--- src/rtl/multdiv_result_latch_pkg.sv ---
// Shared definitions for the mult/div return-side latch: IR field positions,
// ALU opcodes, exception codes and the FSM state encoding.
package multdiv_result_latch_pkg;

  // IR field positions
  localparam int unsigned IrRdMsb    = 26;
  localparam int unsigned IrRdLsb    = 22;
  localparam int unsigned IrAluopMsb = 6;
  localparam int unsigned IrAluopLsb = 2;

  // ALU opcodes that use the multi-cycle unit
  localparam logic [4:0] ALUOP_MULT = 5'b00110;
  localparam logic [4:0] ALUOP_DIV  = 5'b00111;

  // Value written to the status register on an exception
  localparam logic [31:0] EXC_CODE_MULT = 32'd4;
  localparam logic [31:0] EXC_CODE_DIV  = 32'd5;

  // Default status register index
  localparam logic [4:0] RSTATUS_REG_DEFAULT = 5'd30;

  // Width of the busy-cycle counter; saturates at all ones
  localparam int unsigned BusyCntW = 6;

  typedef enum logic [1:0] {
    StIdle = 2'd0,
    StBusy = 2'd1,
    StDone = 2'd2
  } state_e;

  function automatic logic [4:0] ir_rd(logic [31:0] ir);
    return ir[IrRdMsb:IrRdLsb];
  endfunction

  function automatic logic [4:0] ir_aluop(logic [31:0] ir);
    return ir[IrAluopMsb:IrAluopLsb];
  endfunction

  // Exception code for the op in flight; non-mult/div opcodes should never
  // reach the unit, so they report 0.
  function automatic logic [31:0] exc_code(logic [31:0] ir);
    logic [31:0] code;
    code = 32'd0;
    if (ir_aluop(ir) == ALUOP_MULT) begin
      code = EXC_CODE_MULT;
    end else if (ir_aluop(ir) == ALUOP_DIV) begin
      code = EXC_CODE_DIV;
    end
    return code;
  endfunction

endpackage

--- src/rtl/multdiv_result_latch_if.sv ---
// Bus between the pipeline/multdiv side and the result latch.
// master: pipeline + multdiv (drive start, results, accept)
// slave:  the result latch (drives stall, held result, status)
interface multdiv_result_latch_if;
  import multdiv_result_latch_pkg::*;

  logic                ctrl_multdiv;
  logic [31:0]         in_ir;
  logic [31:0]         data_result;
  logic                data_exception;
  logic                data_resultRDY;
  logic                wb_accept;

  logic                stall;
  logic                out_valid;
  logic [31:0]         out_result;
  logic [4:0]          out_rd;
  logic [31:0]         out_ir;
  logic [BusyCntW-1:0] busy_cycles;
  logic                err_timeout;
  logic                err_protocol;

  modport master (
    output ctrl_multdiv,
    output in_ir,
    output data_result,
    output data_exception,
    output data_resultRDY,
    output wb_accept,
    input  stall,
    input  out_valid,
    input  out_result,
    input  out_rd,
    input  out_ir,
    input  busy_cycles,
    input  err_timeout,
    input  err_protocol
  );

  modport slave (
    input  ctrl_multdiv,
    input  in_ir,
    input  data_result,
    input  data_exception,
    input  data_resultRDY,
    input  wb_accept,
    output stall,
    output out_valid,
    output out_result,
    output out_rd,
    output out_ir,
    output busy_cycles,
    output err_timeout,
    output err_protocol
  );

endinterface

--- src/rtl/dffe_ref.sv ---
// Single-bit D flip-flop with synchronous active-high reset and enable.
module dffe_ref (
  input  logic clock,
  input  logic reset,
  input  logic en,
  input  logic d,
  output logic q
);

  // Reset wins over enable
  always_ff @(posedge clock) begin
    if (reset) begin
      q <= 1'b0;
    end else if (en) begin
      q <= d;
    end
  end

endmodule

--- src/rtl/multdiv_result_fsm.sv ---
// Control for the result latch: IDLE/BUSY/DONE sequencing, busy-cycle
// counter, sticky error flags and the capture enables for the data registers.
module multdiv_result_fsm
  import multdiv_result_latch_pkg::*;
#(
  parameter int unsigned MAX_CYCLES = 40
) (
  input  logic                clock,
  input  logic                reset,
  input  logic                start,
  input  logic                result_rdy,
  input  logic                wb_accept,
  output logic                stall,
  output logic                out_valid,
  output logic                ir_en,
  output logic                res_en,
  output logic [BusyCntW-1:0] busy_cycles,
  output logic                err_timeout,
  output logic                err_protocol
);

  localparam logic [BusyCntW-1:0] CntMax = '1;

  state_e              state_q, state_d;
  logic [BusyCntW-1:0] cnt_q, cnt_d;
  logic                timeout_q, timeout_d;
  logic                proto_q, proto_d;

  // State, counter and sticky flag registers
  always_ff @(posedge clock) begin
    if (reset) begin
      state_q   <= StIdle;
      cnt_q     <= '0;
      timeout_q <= 1'b0;
      proto_q   <= 1'b0;
    end else begin
      state_q   <= state_d;
      cnt_q     <= cnt_d;
      timeout_q <= timeout_d;
      proto_q   <= proto_d;
    end
  end

  // Next-state, counter update, error detection and capture enables
  always_comb begin
    state_d   = state_q;
    cnt_d     = cnt_q;
    timeout_d = timeout_q;
    proto_d   = proto_q;
    ir_en     = 1'b0;
    res_en    = 1'b0;

    unique case (state_q)
      StIdle: begin
        // Stray result-valid pulses are ignored here
        if (start) begin
          state_d = StBusy;
          ir_en   = 1'b1;
          cnt_d   = '0;
        end
      end

      StBusy: begin
        // A second start while an op is in flight is dropped and flagged
        if (start) begin
          proto_d = 1'b1;
        end
        if (result_rdy) begin
          state_d = StDone;
          res_en  = 1'b1;
        end else if (cnt_q != CntMax) begin
          cnt_d = cnt_q + 1'b1;
        end
        // Flag rises on the same edge the counter reaches the limit
        if (32'(cnt_d) >= MAX_CYCLES) begin
          timeout_d = 1'b1;
        end
      end

      StDone: begin
        if (wb_accept) begin
          if (start) begin
            // Back-to-back op: writeback frees the slot this cycle
            state_d = StBusy;
            ir_en   = 1'b1;
            cnt_d   = '0;
          end else begin
            state_d = StIdle;
          end
        end else if (start) begin
          // Held result must not be overwritten before writeback takes it
          proto_d = 1'b1;
        end
      end

      default: begin
        state_d = StIdle;
      end
    endcase
  end

  // Stall drops combinationally in the cycle writeback accepts
  always_comb begin
    out_valid = (state_q == StDone);
    stall     = (state_q == StBusy) | ((state_q == StDone) & ~wb_accept);
  end

  assign busy_cycles  = cnt_q;
  assign err_timeout  = timeout_q;
  assign err_protocol = proto_q;

endmodule

--- src/rtl/multdiv_result_latch.sv ---
// Return-side latch for the multi-cycle mult/div unit. Holds the issuing IR,
// captures the result (or an exception code aimed at the status register)
// and keeps it until writeback accepts, stalling the front of the pipe
// for the whole window.
module multdiv_result_latch
  import multdiv_result_latch_pkg::*;
#(
  parameter int unsigned MAX_CYCLES  = 40,
  parameter logic [4:0]  RSTATUS_REG = RSTATUS_REG_DEFAULT
) (
  input logic                   clock,
  input logic                   reset,
  multdiv_result_latch_if.slave bus
);

  logic        ir_en;
  logic        res_en;
  logic [31:0] ir_q;
  logic [31:0] result_q;
  logic [4:0]  rd_q;
  logic [31:0] cap_result;
  logic [4:0]  cap_rd;

  multdiv_result_fsm #(
    .MAX_CYCLES (MAX_CYCLES)
  ) u_fsm (
    .clock        (clock),
    .reset        (reset),
    .start        (bus.ctrl_multdiv),
    .result_rdy   (bus.data_resultRDY),
    .wb_accept    (bus.wb_accept),
    .stall        (bus.stall),
    .out_valid    (bus.out_valid),
    .ir_en        (ir_en),
    .res_en       (res_en),
    .busy_cycles  (bus.busy_cycles),
    .err_timeout  (bus.err_timeout),
    .err_protocol (bus.err_protocol)
  );

  // Writeback target: exceptions redirect to the status register with a
  // per-opcode code, otherwise the multdiv result goes to IR rd.
  always_comb begin
    cap_result = bus.data_result;
    cap_rd     = ir_rd(ir_q);
    if (bus.data_exception) begin
      cap_result = exc_code(ir_q);
      cap_rd     = RSTATUS_REG;
    end
  end

  for (genvar i = 0; i < 32; i++) begin : g_ir
    dffe_ref u_ff (
      .clock (clock),
      .reset (reset),
      .en    (ir_en),
      .d     (bus.in_ir[i]),
      .q     (ir_q[i])
    );
  end

  for (genvar i = 0; i < 32; i++) begin : g_result
    dffe_ref u_ff (
      .clock (clock),
      .reset (reset),
      .en    (res_en),
      .d     (cap_result[i]),
      .q     (result_q[i])
    );
  end

  for (genvar i = 0; i < 5; i++) begin : g_rd
    dffe_ref u_ff (
      .clock (clock),
      .reset (reset),
      .en    (res_en),
      .d     (cap_rd[i]),
      .q     (rd_q[i])
    );
  end

  assign bus.out_ir     = ir_q;
  assign bus.out_result = result_q;
  assign bus.out_rd     = rd_q;

endmodule

--- src/flat_wrapper.sv ---
// flat-port wrapper written by rule: the top's interface ports become plain ports
module multdiv_result_latch_flat import multdiv_result_latch_pkg::*;
#(
  parameter int unsigned MAX_CYCLES  = 40,
  parameter logic [4:0]  RSTATUS_REG = RSTATUS_REG_DEFAULT
)
  (clock, reset, bus_ctrl_multdiv, bus_in_ir, bus_data_result, bus_data_exception, bus_data_resultRDY, bus_wb_accept, bus_stall, bus_out_valid, bus_out_result, bus_out_rd, bus_out_ir, bus_busy_cycles, bus_err_timeout, bus_err_protocol);
  multdiv_result_latch_if bus_i ();
  input logic clock;
  input logic reset;
  input wire logic [$bits(bus_i.ctrl_multdiv)-1:0] bus_ctrl_multdiv;
  input wire logic [$bits(bus_i.in_ir)-1:0] bus_in_ir;
  input wire logic [$bits(bus_i.data_result)-1:0] bus_data_result;
  input wire logic [$bits(bus_i.data_exception)-1:0] bus_data_exception;
  input wire logic [$bits(bus_i.data_resultRDY)-1:0] bus_data_resultRDY;
  input wire logic [$bits(bus_i.wb_accept)-1:0] bus_wb_accept;
  output wire logic [$bits(bus_i.stall)-1:0] bus_stall;
  output wire logic [$bits(bus_i.out_valid)-1:0] bus_out_valid;
  output wire logic [$bits(bus_i.out_result)-1:0] bus_out_result;
  output wire logic [$bits(bus_i.out_rd)-1:0] bus_out_rd;
  output wire logic [$bits(bus_i.out_ir)-1:0] bus_out_ir;
  output wire logic [$bits(bus_i.busy_cycles)-1:0] bus_busy_cycles;
  output wire logic [$bits(bus_i.err_timeout)-1:0] bus_err_timeout;
  output wire logic [$bits(bus_i.err_protocol)-1:0] bus_err_protocol;
  assign bus_i.ctrl_multdiv = bus_ctrl_multdiv;
  assign bus_i.in_ir = bus_in_ir;
  assign bus_i.data_result = bus_data_result;
  assign bus_i.data_exception = bus_data_exception;
  assign bus_i.data_resultRDY = bus_data_resultRDY;
  assign bus_i.wb_accept = bus_wb_accept;
  assign bus_stall = bus_i.stall;
  assign bus_out_valid = bus_i.out_valid;
  assign bus_out_result = bus_i.out_result;
  assign bus_out_rd = bus_i.out_rd;
  assign bus_out_ir = bus_i.out_ir;
  assign bus_busy_cycles = bus_i.busy_cycles;
  assign bus_err_timeout = bus_i.err_timeout;
  assign bus_err_protocol = bus_i.err_protocol;
  multdiv_result_latch #(.MAX_CYCLES(MAX_CYCLES), .RSTATUS_REG(RSTATUS_REG)) u_core (.clock(clock), .reset(reset), .bus(bus_i));
endmodule
--- config.mk ---
export PLATFORM = sky130hd
export DESIGN_NAME = multdiv_result_latch_flat
export DESIGN_NICKNAME = d
export VERILOG_FILES = /design/src/rtl/multdiv_result_latch_pkg.sv /design/src/rtl/multdiv_result_latch_if.sv /design/src/rtl/dffe_ref.sv /design/src/rtl/multdiv_result_fsm.sv /design/src/rtl/multdiv_result_latch.sv /design/src/flat_wrapper.sv
export SDC_FILE = /design/constraint.sdc
export NUM_CORES = 1
export LEC_CHECK = 0
export ABC_AREA = 1
export CORE_MARGIN = 2
export CORE_UTILIZATION = 43
export DETAILED_ROUTE_END_ITERATION = 12
export PLACE_DENSITY = 0.84
export SLEW_MARGIN = 20
export SYNTH_ARGS = -nofsm -noshare
export SYNTH_HDL_FRONTEND = slang
export SYNTH_SLANG_ARGS = --single-unit
--- constraint.sdc ---
create_clock -name clock -period 1.57 [get_ports clock]
set_input_delay 0.2355 -clock clock [delete_from_list [all_inputs] [get_ports clock]]
set_output_delay 0.2355 -clock clock [all_outputs]
set_load 0.05 [all_outputs]
==> results of run 1 <==
per-layer routing:
metal	vias up	global-route usage (%)
met1	1431	22.0
met4	0	5.31
met3	12	7.98
met5	-	0
li1	1593	-
met2	115	32.3
worst max-delay path: stages (launching register included):
cell and delay, ns:
dfxtp_1 0.32, inv_1 0.09, nor2_4 0.13, nand2_1 0.12, nand2_2 0.11, buf_12 0.14
synthesized netlist by cell type:
library cell / instances
ha_1: 1
clkinv_1: 1
nor2_2: 3
buf_4: 72
nor2_1: 81
nor3_1: 1
a21oi_1: 45
buf_6: 4
clkbuf_1: 14
nand4_1: 2
a21o_1: 1
inv_1: 9
o21ai_2: 2
nor2_4: 1
nand2_2: 1
nand2_1: 61
o21ai_0: 41
inv_2: 4
buf_2: 4
a21boi_1: 1
nand3_1: 35
dfxtp_1: 79
kinds of logic after synthesis:
family          after synthesis  synth area share (%)
fa+ha+maj                     1                 0.354
flops                        79                  44.8
compound gates               90                  13.1
simple gates                185                  21.6
buf+inv                     108                  20.1
layout by cell type, fill, tap and decap left out, types with 3 or more instances in the layout:
cell	n
buf_4	85
nor2_1	80
dfxtp_1	77
clkdlybuf4s50_1	69
nand2_1	60
a21oi_1	45
o21ai_0	41
nand3_1	35
buf_12	12
inv_1	9
clkbuf_8	9
inv_2	4
nor2_2	3
clkinv_2	3
power groups by stage:
stage	logic [W]	clock network, W	registers (W)
after detailed placement	0.00112	0	0.00222
after floorplan	0.000764	0	0.00222
after global routing	0.00119	0.00159	0.00219
after CTS	0.00113	0.00150	0.00218
final	0.00112	0.00145	0.00218
after global placement	0.00111	0	0.00222
sequential cells by signal, indices dropped and copies added (netlist names):
| register | cells |
|---|---|
| u_core.u_fsm.busy_cycles | 6 |
| u_core.g_ir.u_ff.q | 32 |
| u_core.g_rd.u_ff.q | 5 |
| u_core.u_fsm.err_timeout | 1 |
| u_core.g_result.u_ff.q | 32 |
| u_core.u_fsm.state_q | 2 |
| u_core.u_fsm.err_protocol | 1 |
area by class of cell:
type / count / area share (%)
clock buffer: 9 / 2.60
clock inverter: 6 / 1.31
inverter: 14 / 1.10
multi-input combinational: 276 / 26.1
sequential: 79 / 33.2
tap: 105 / 2.75
timing repair buffer: 166 / 32.9
metrics by stage:
stage | setup TNS (ns) | std cells
floorplan | 0 | 463
global placement | -0.0836 | 640
detailed placement | -1.30 | 640
CTS | 0 | 655
global route | 0 | 655
finish | 0 | 655
worst paths after layout:
path | start | endpoint | slack, ns | cells past startpoint
max | u_core.u_fsm.state_q[1] | bus_stall | 0.09 | 5
min | bus_data_result[22] | u_core.g_result[22].u_ff.q | 0.45 | 3
max reg2reg | u_core.u_fsm.busy_cycles[1] | u_core.u_fsm.err_timeout | 0.22 | 9
min reg2reg | u_core.g_rd[1].u_ff.q | u_core.g_rd[1].u_ff.q | 0.47 | 2
what timing repair did:
action,CTS,global route
setup endpoints to repair,0,1
hold endpoints to repair,0,0
gates resized for setup,0,1
hold buffers,0,0
==> results.py, run 1 <==
metrics = {
    "clock_tree": {
        "clock_sinks": 79,
        "numCtsBuffers": 9,
        "clk_pin_slew_ns": 0.08,
        "cts_setup_buffers": 0,
        "cts_max_level": 3,
        "clkLatencyLatePin_ns": 0.35,
        "root_buffer": "clkbuf_8",
        "clockBufferDepth": 2,
        "cts_tree": "built",
    },
    "routing": {
        "initialDrtViolationCount": 83,
        "avgViaCountPerCell": 4.81,
        "wl_met1_um": 3490,
        "drt-wirelength-per-cell_um": 13.1,
        "dr_wl_met2_um": 4190,
        "drcViolationCount": 0,
        "vias": 3151,
        "top_layer_used": "met4",
        "detail_route.wirelength_um": 8590,
        "ant_nets": 0,
        "first_pass_iters": 4,
        "dr_wl_met3_um": 789,
    },
    "critical_path": {
        "path_max_fanout": 3,
        "cp.required_ns": 1.33,
        "crit_path_end_kind": "output pin",
        "cp.arrival_ns": 1.25,
        "criticalPathCategory": "flop to output pin",
        "crit_path_start_kind": "flop",
    },
    "timing": {
        "finalHoldViolations": 0,
        "post-route-min-period_ns": 1.48,
        "slew_headroom_pct": 77.3,
        "worstMarginPinSlew_ns": 0.341,
        "setup_violations": 0,
        "worst_slack_ns": 0.0865,
        "finalClockSkew_ns": 0.00748,
        "rsz0062_at_grt": "no",
        "slew_violations": 0,
        "max_freq_mhz": 674,
        "timing.final.crit_share_pct": 94.5,
        "whs_ns": 0.452,
    },
    "yosys": {
        "ys_types": 22,
        "synth.avg_cell_area_um2": 7.62,
        "yosysWarnings": 0,
        "synth_top_area_share_pct": 44.8,
        "yosysTopAreaCell": "dfxtp_1",
        "seq_area_frac_synth_pct": 44.8,
        "syn_nets": 534,
        "synth_area_leaders": "dfxtp_1, buf_4, nor2_1",
        "synth_cells": 463,
        "syn_area_um2": 3530,
        "synth-seq-cells": 79,
    },
    "placed_design": {
        "dp_hpwl_um": 6310,
        "port_buffers": 148,
        "place_congestion": 0.878,
        "dp_slack_ns": -0.0768,
        "place_area_um2": 4580,
    },
    "pwr": {
        "leakage_nw": 2.00,
        "seqPwrFrac_pct": 45.8,
        "power_density_nw_per_um2": 995,
        "total_power_w": 0.00475,
        "p_sw_w": 0.00147,
        "swShare_pct": 30.9,
        "pwr-share-clk_pct": 30.6,
        "power_frac_comb_pct": 23.6,
        "ir_drop_mv": 0.554,
        "p_int_w": 0.00328,
    },
    "floorplan": {
        "die_y_um": 94.6,
        "initial_core_util_pct": 43.6,
        "boundaryPins": 149,
        "die_area_um2": 8950,
        "fp.dieW_um": 94.6,
        "core_area_um2": 8090,
        "rows": 33,
    },
    "layout": {
        "nets": 617,
        "multi_input_area_um2": 1250,
        "seqCellArea_um2": 1580,
        "area_growth_pct": 35.2,
        "num_antenna_cells": 0,
        "fin_area_um2": 4770,
        "drive_above_1_share_pct": 23.1,
        "post-route-util_pct": 59.0,
        "fillers": 732,
    },
    "outcome": {
        "status": "finished, final reports clean",
    },
    "global_routing": {
        "grt_usage_pct": 19.0,
        "antenna_found_initial": 0,
        "grt_pass1_wl_um": 13500,
        "grt_pass1_vias": 2929,
        "grt_max_degree": 36,
        "overflow": 0,
    },
    "worst_hold_path": {
        "hold_class": "primary input to flop",
    },
    "run": {
        "cap_violations": 0,
    },
}
No activity file was read; power rests on OpenSTA's default activity.
==> run 2: changes to the inputs <==
- clock period: 1.57 -> 1.7 ns (I/O delays scaled with it)
==> results.py, run 2 (synthesis gave the netlist of run 1 again) <==
metrics = {
    "outcome": {
        "status": "finished, final reports clean",
    },
    "worst_hold_path": {
        "hold_start": "u_core.g_rd[2].u_ff.q",
        "hold_class": "flop to flop",
    },
    "critical_path": {
        "worstSetupEndpoint": "bus_stall",
        "ff2ff_setup_slack_ns": 0.25,
        "path_max_fanout": 3,
        "rr_worst_depth": 9,
        "cp_slowest_cell": "dfxtp_1",
        "crit_path_cell_trace": "inv_1 > nor2_2 > nand2_1 > nand2_1 > buf_12",
        "crit_top_cell": "nand2_1",
        "criticalPathCategory": "flop to output pin",
        "worst_r2r_endpoint": "u_core.u_fsm.err_timeout",
        "max_stage_delay_ns": 0.31,
        "cp.arrival_ns": 1.23,
        "crit_buf_inv": 2,
        "cp.required_ns": 1.44,
        "cp_top_family": "simple AND/OR/NAND/NOR gates",
        "crit_path_end_kind": "output pin",
        "worstSetupPathDepth": 5,
        "timing.critical_path.from": "u_core.u_fsm.state_q[1]",
        "reg2reg_from": "u_core.u_fsm.busy_cycles[1]",
        "crit_path_start_kind": "flop",
    },
    "pwr": {
        "leakage_nw": 1.96,
        "power_density_nw_per_um2": 953,
        "ir_drop_mv": 0.703,
    },
    "layout": {
        "num_antenna_cells": 0,
        "layout.cells.non_filler": 649,
        "fillers": 766,
        "seqCellArea_um2": 1580,
        "nets": 610,
        "final_cell_mix": "buf_4, nor2_1, dfxtp_1, clkdlybuf4s50_1, nand2_1",
        "final_common_cell": "buf_4",
        "area_growth_pct": 32.3,
        "drive_above_1_share_pct": 21.5,
        "multi_input_area_um2": 1240,
    },
    "floorplan": {
        "boundaryPins": 149,
        "core_area_um2": 8090,
        "die_area_um2": 8950,
        "rows": 33,
        "initial_core_util_pct": 43.6,
        "die_y_um": 94.6,
        "fp.dieW_um": 94.6,
    },
    "global_routing": {
        "antenna_found_initial": 0,
        "overflow": 0,
        "grt_max_degree": 38,
        "grt_pass1_vias": 2920,
        "grt_pass1_wl_um": 13300,
        "grt_usage_pct": 18.8,
    },
    "timing": {
        "whs_ns": 0.466,
        "post-route-min-period_ns": 1.49,
        "slew_violations": 0,
        "timing.final.crit_share_pct": 87.5,
        "max_freq_mhz": 672,
        "rsz0062_at_grt": "no",
        "finalHoldViolations": 0,
        "finalClockSkew_ns": 0.00644,
        "worstMarginPinSlew_ns": 0.311,
        "setup_violations": 0,
        "fin_setup_tns_ns": 0,
        "slew_headroom_pct": 79.3,
    },
    "placed_design": {
        "placedCellCount": 633,
        "port_buffers": 148,
        "dp_hpwl_um": 6250,
        "place_congestion": 0.864,
    },
    "routing": {
        "ant_nets": 0,
        "first_pass_iters": 4,
        "drt-wirelength-per-cell_um": 13.3,
        "drcViolationCount": 0,
        "vias": 3083,
        "avgViaCountPerCell": 4.75,
        "initialDrtViolationCount": 88,
        "detail_route.wirelength_um": 8600,
    },
    "clock_tree": {
        "cts_resized": 0,
        "ctsHoldBuffers": 0,
        "cts_max_level": 3,
        "clock_sinks": 79,
        "cts_tree": "built",
        "clockBufferDepth": 2,
        "cts_setup_buffers": 0,
        "clkLatencyLatePin_ns": 0.33,
        "numCtsBuffers": 9,
        "clk_pin_slew_ns": 0.08,
        "root_buffer": "clkbuf_8",
    },
    "run": {
        "cap_violations": 0,
    },
}
-- run 2: worst min-delay path: cells and delay by family, from the launching register on --
family / cells / cell delay, ns
DFF: 1 / 0.31
AOI/OAI and AO/OA: 1 / 0.05
and+or+nand+nor: 1 / 0.06
-- run 2: layout make-up --
| cell class | instances | share of cell area (%) |
|---|---|---|
| clock buffers | 13 | 3.62 |
| clock inverters | 3 | 0.858 |
| inverters | 14 | 1.13 |
| multi-input cells | 276 | 26.6 |
| flip-flops and latches | 79 | 33.9 |
| well taps | 105 | 2.81 |
| repair buffers | 159 | 31.1 |
-- run 2: where the power goes --
part,total [W],internal (W),switching [W]
combinational,0.000994,0.000384,0.000610
clock,0.00144,0.000796,0.000647
sequential,0.00201,0.00195,0.0000643
-- run 2: through the flow --
step	area, um2	setup WS [ns]	util (%)	total power [W]
after global routing	4670	0.105	57.7	0.00465
after global placement	4460	0.139	55.1	0.00304
final	4670	0.212	57.7	0.00445
after CTS	4670	0.183	57.7	0.00450
after floorplan	3530	0.0439	-	0.00276
after detailed placement	4460	0.0462	55.1	0.00306
-- run 2: worst min path at each step --
| stage | cells after the start | to | slack [ns] |
|---|---|---|---|
| final | 2 | u_core.g_rd[2].u_ff.q | 0.47 |
| after CTS | 2 | u_core.g_rd[2].u_ff.q | 0.47 |
| after floorplan | 2 | u_core.g_result[27].u_ff.q | 0.40 |
| after detailed placement | 2 | u_core.g_rd[2].u_ff.q | 0.45 |
| after global routing | 2 | u_core.g_rd[3].u_ff.q | 0.48 |
| after global placement | 2 | u_core.g_result[17].u_ff.q | 0.45 |
-- run 2: layer usage --
metal / track usage, % / share of wire (%)
met5: 0 / 0
met4: 5.56 / 1.3
met3: 6.38 / 8.9
met2: 34.4 / 48
met1: 20.6 / 42
==> run 3: changes to the inputs <==
- CTS_CLUSTER_DIAMETER: default -> 150
- CTS_CLUSTER_SIZE: default -> 24
==> results of run 3 <==
Same layout as run 2: the final DEF is identical, and so are final timing and power.
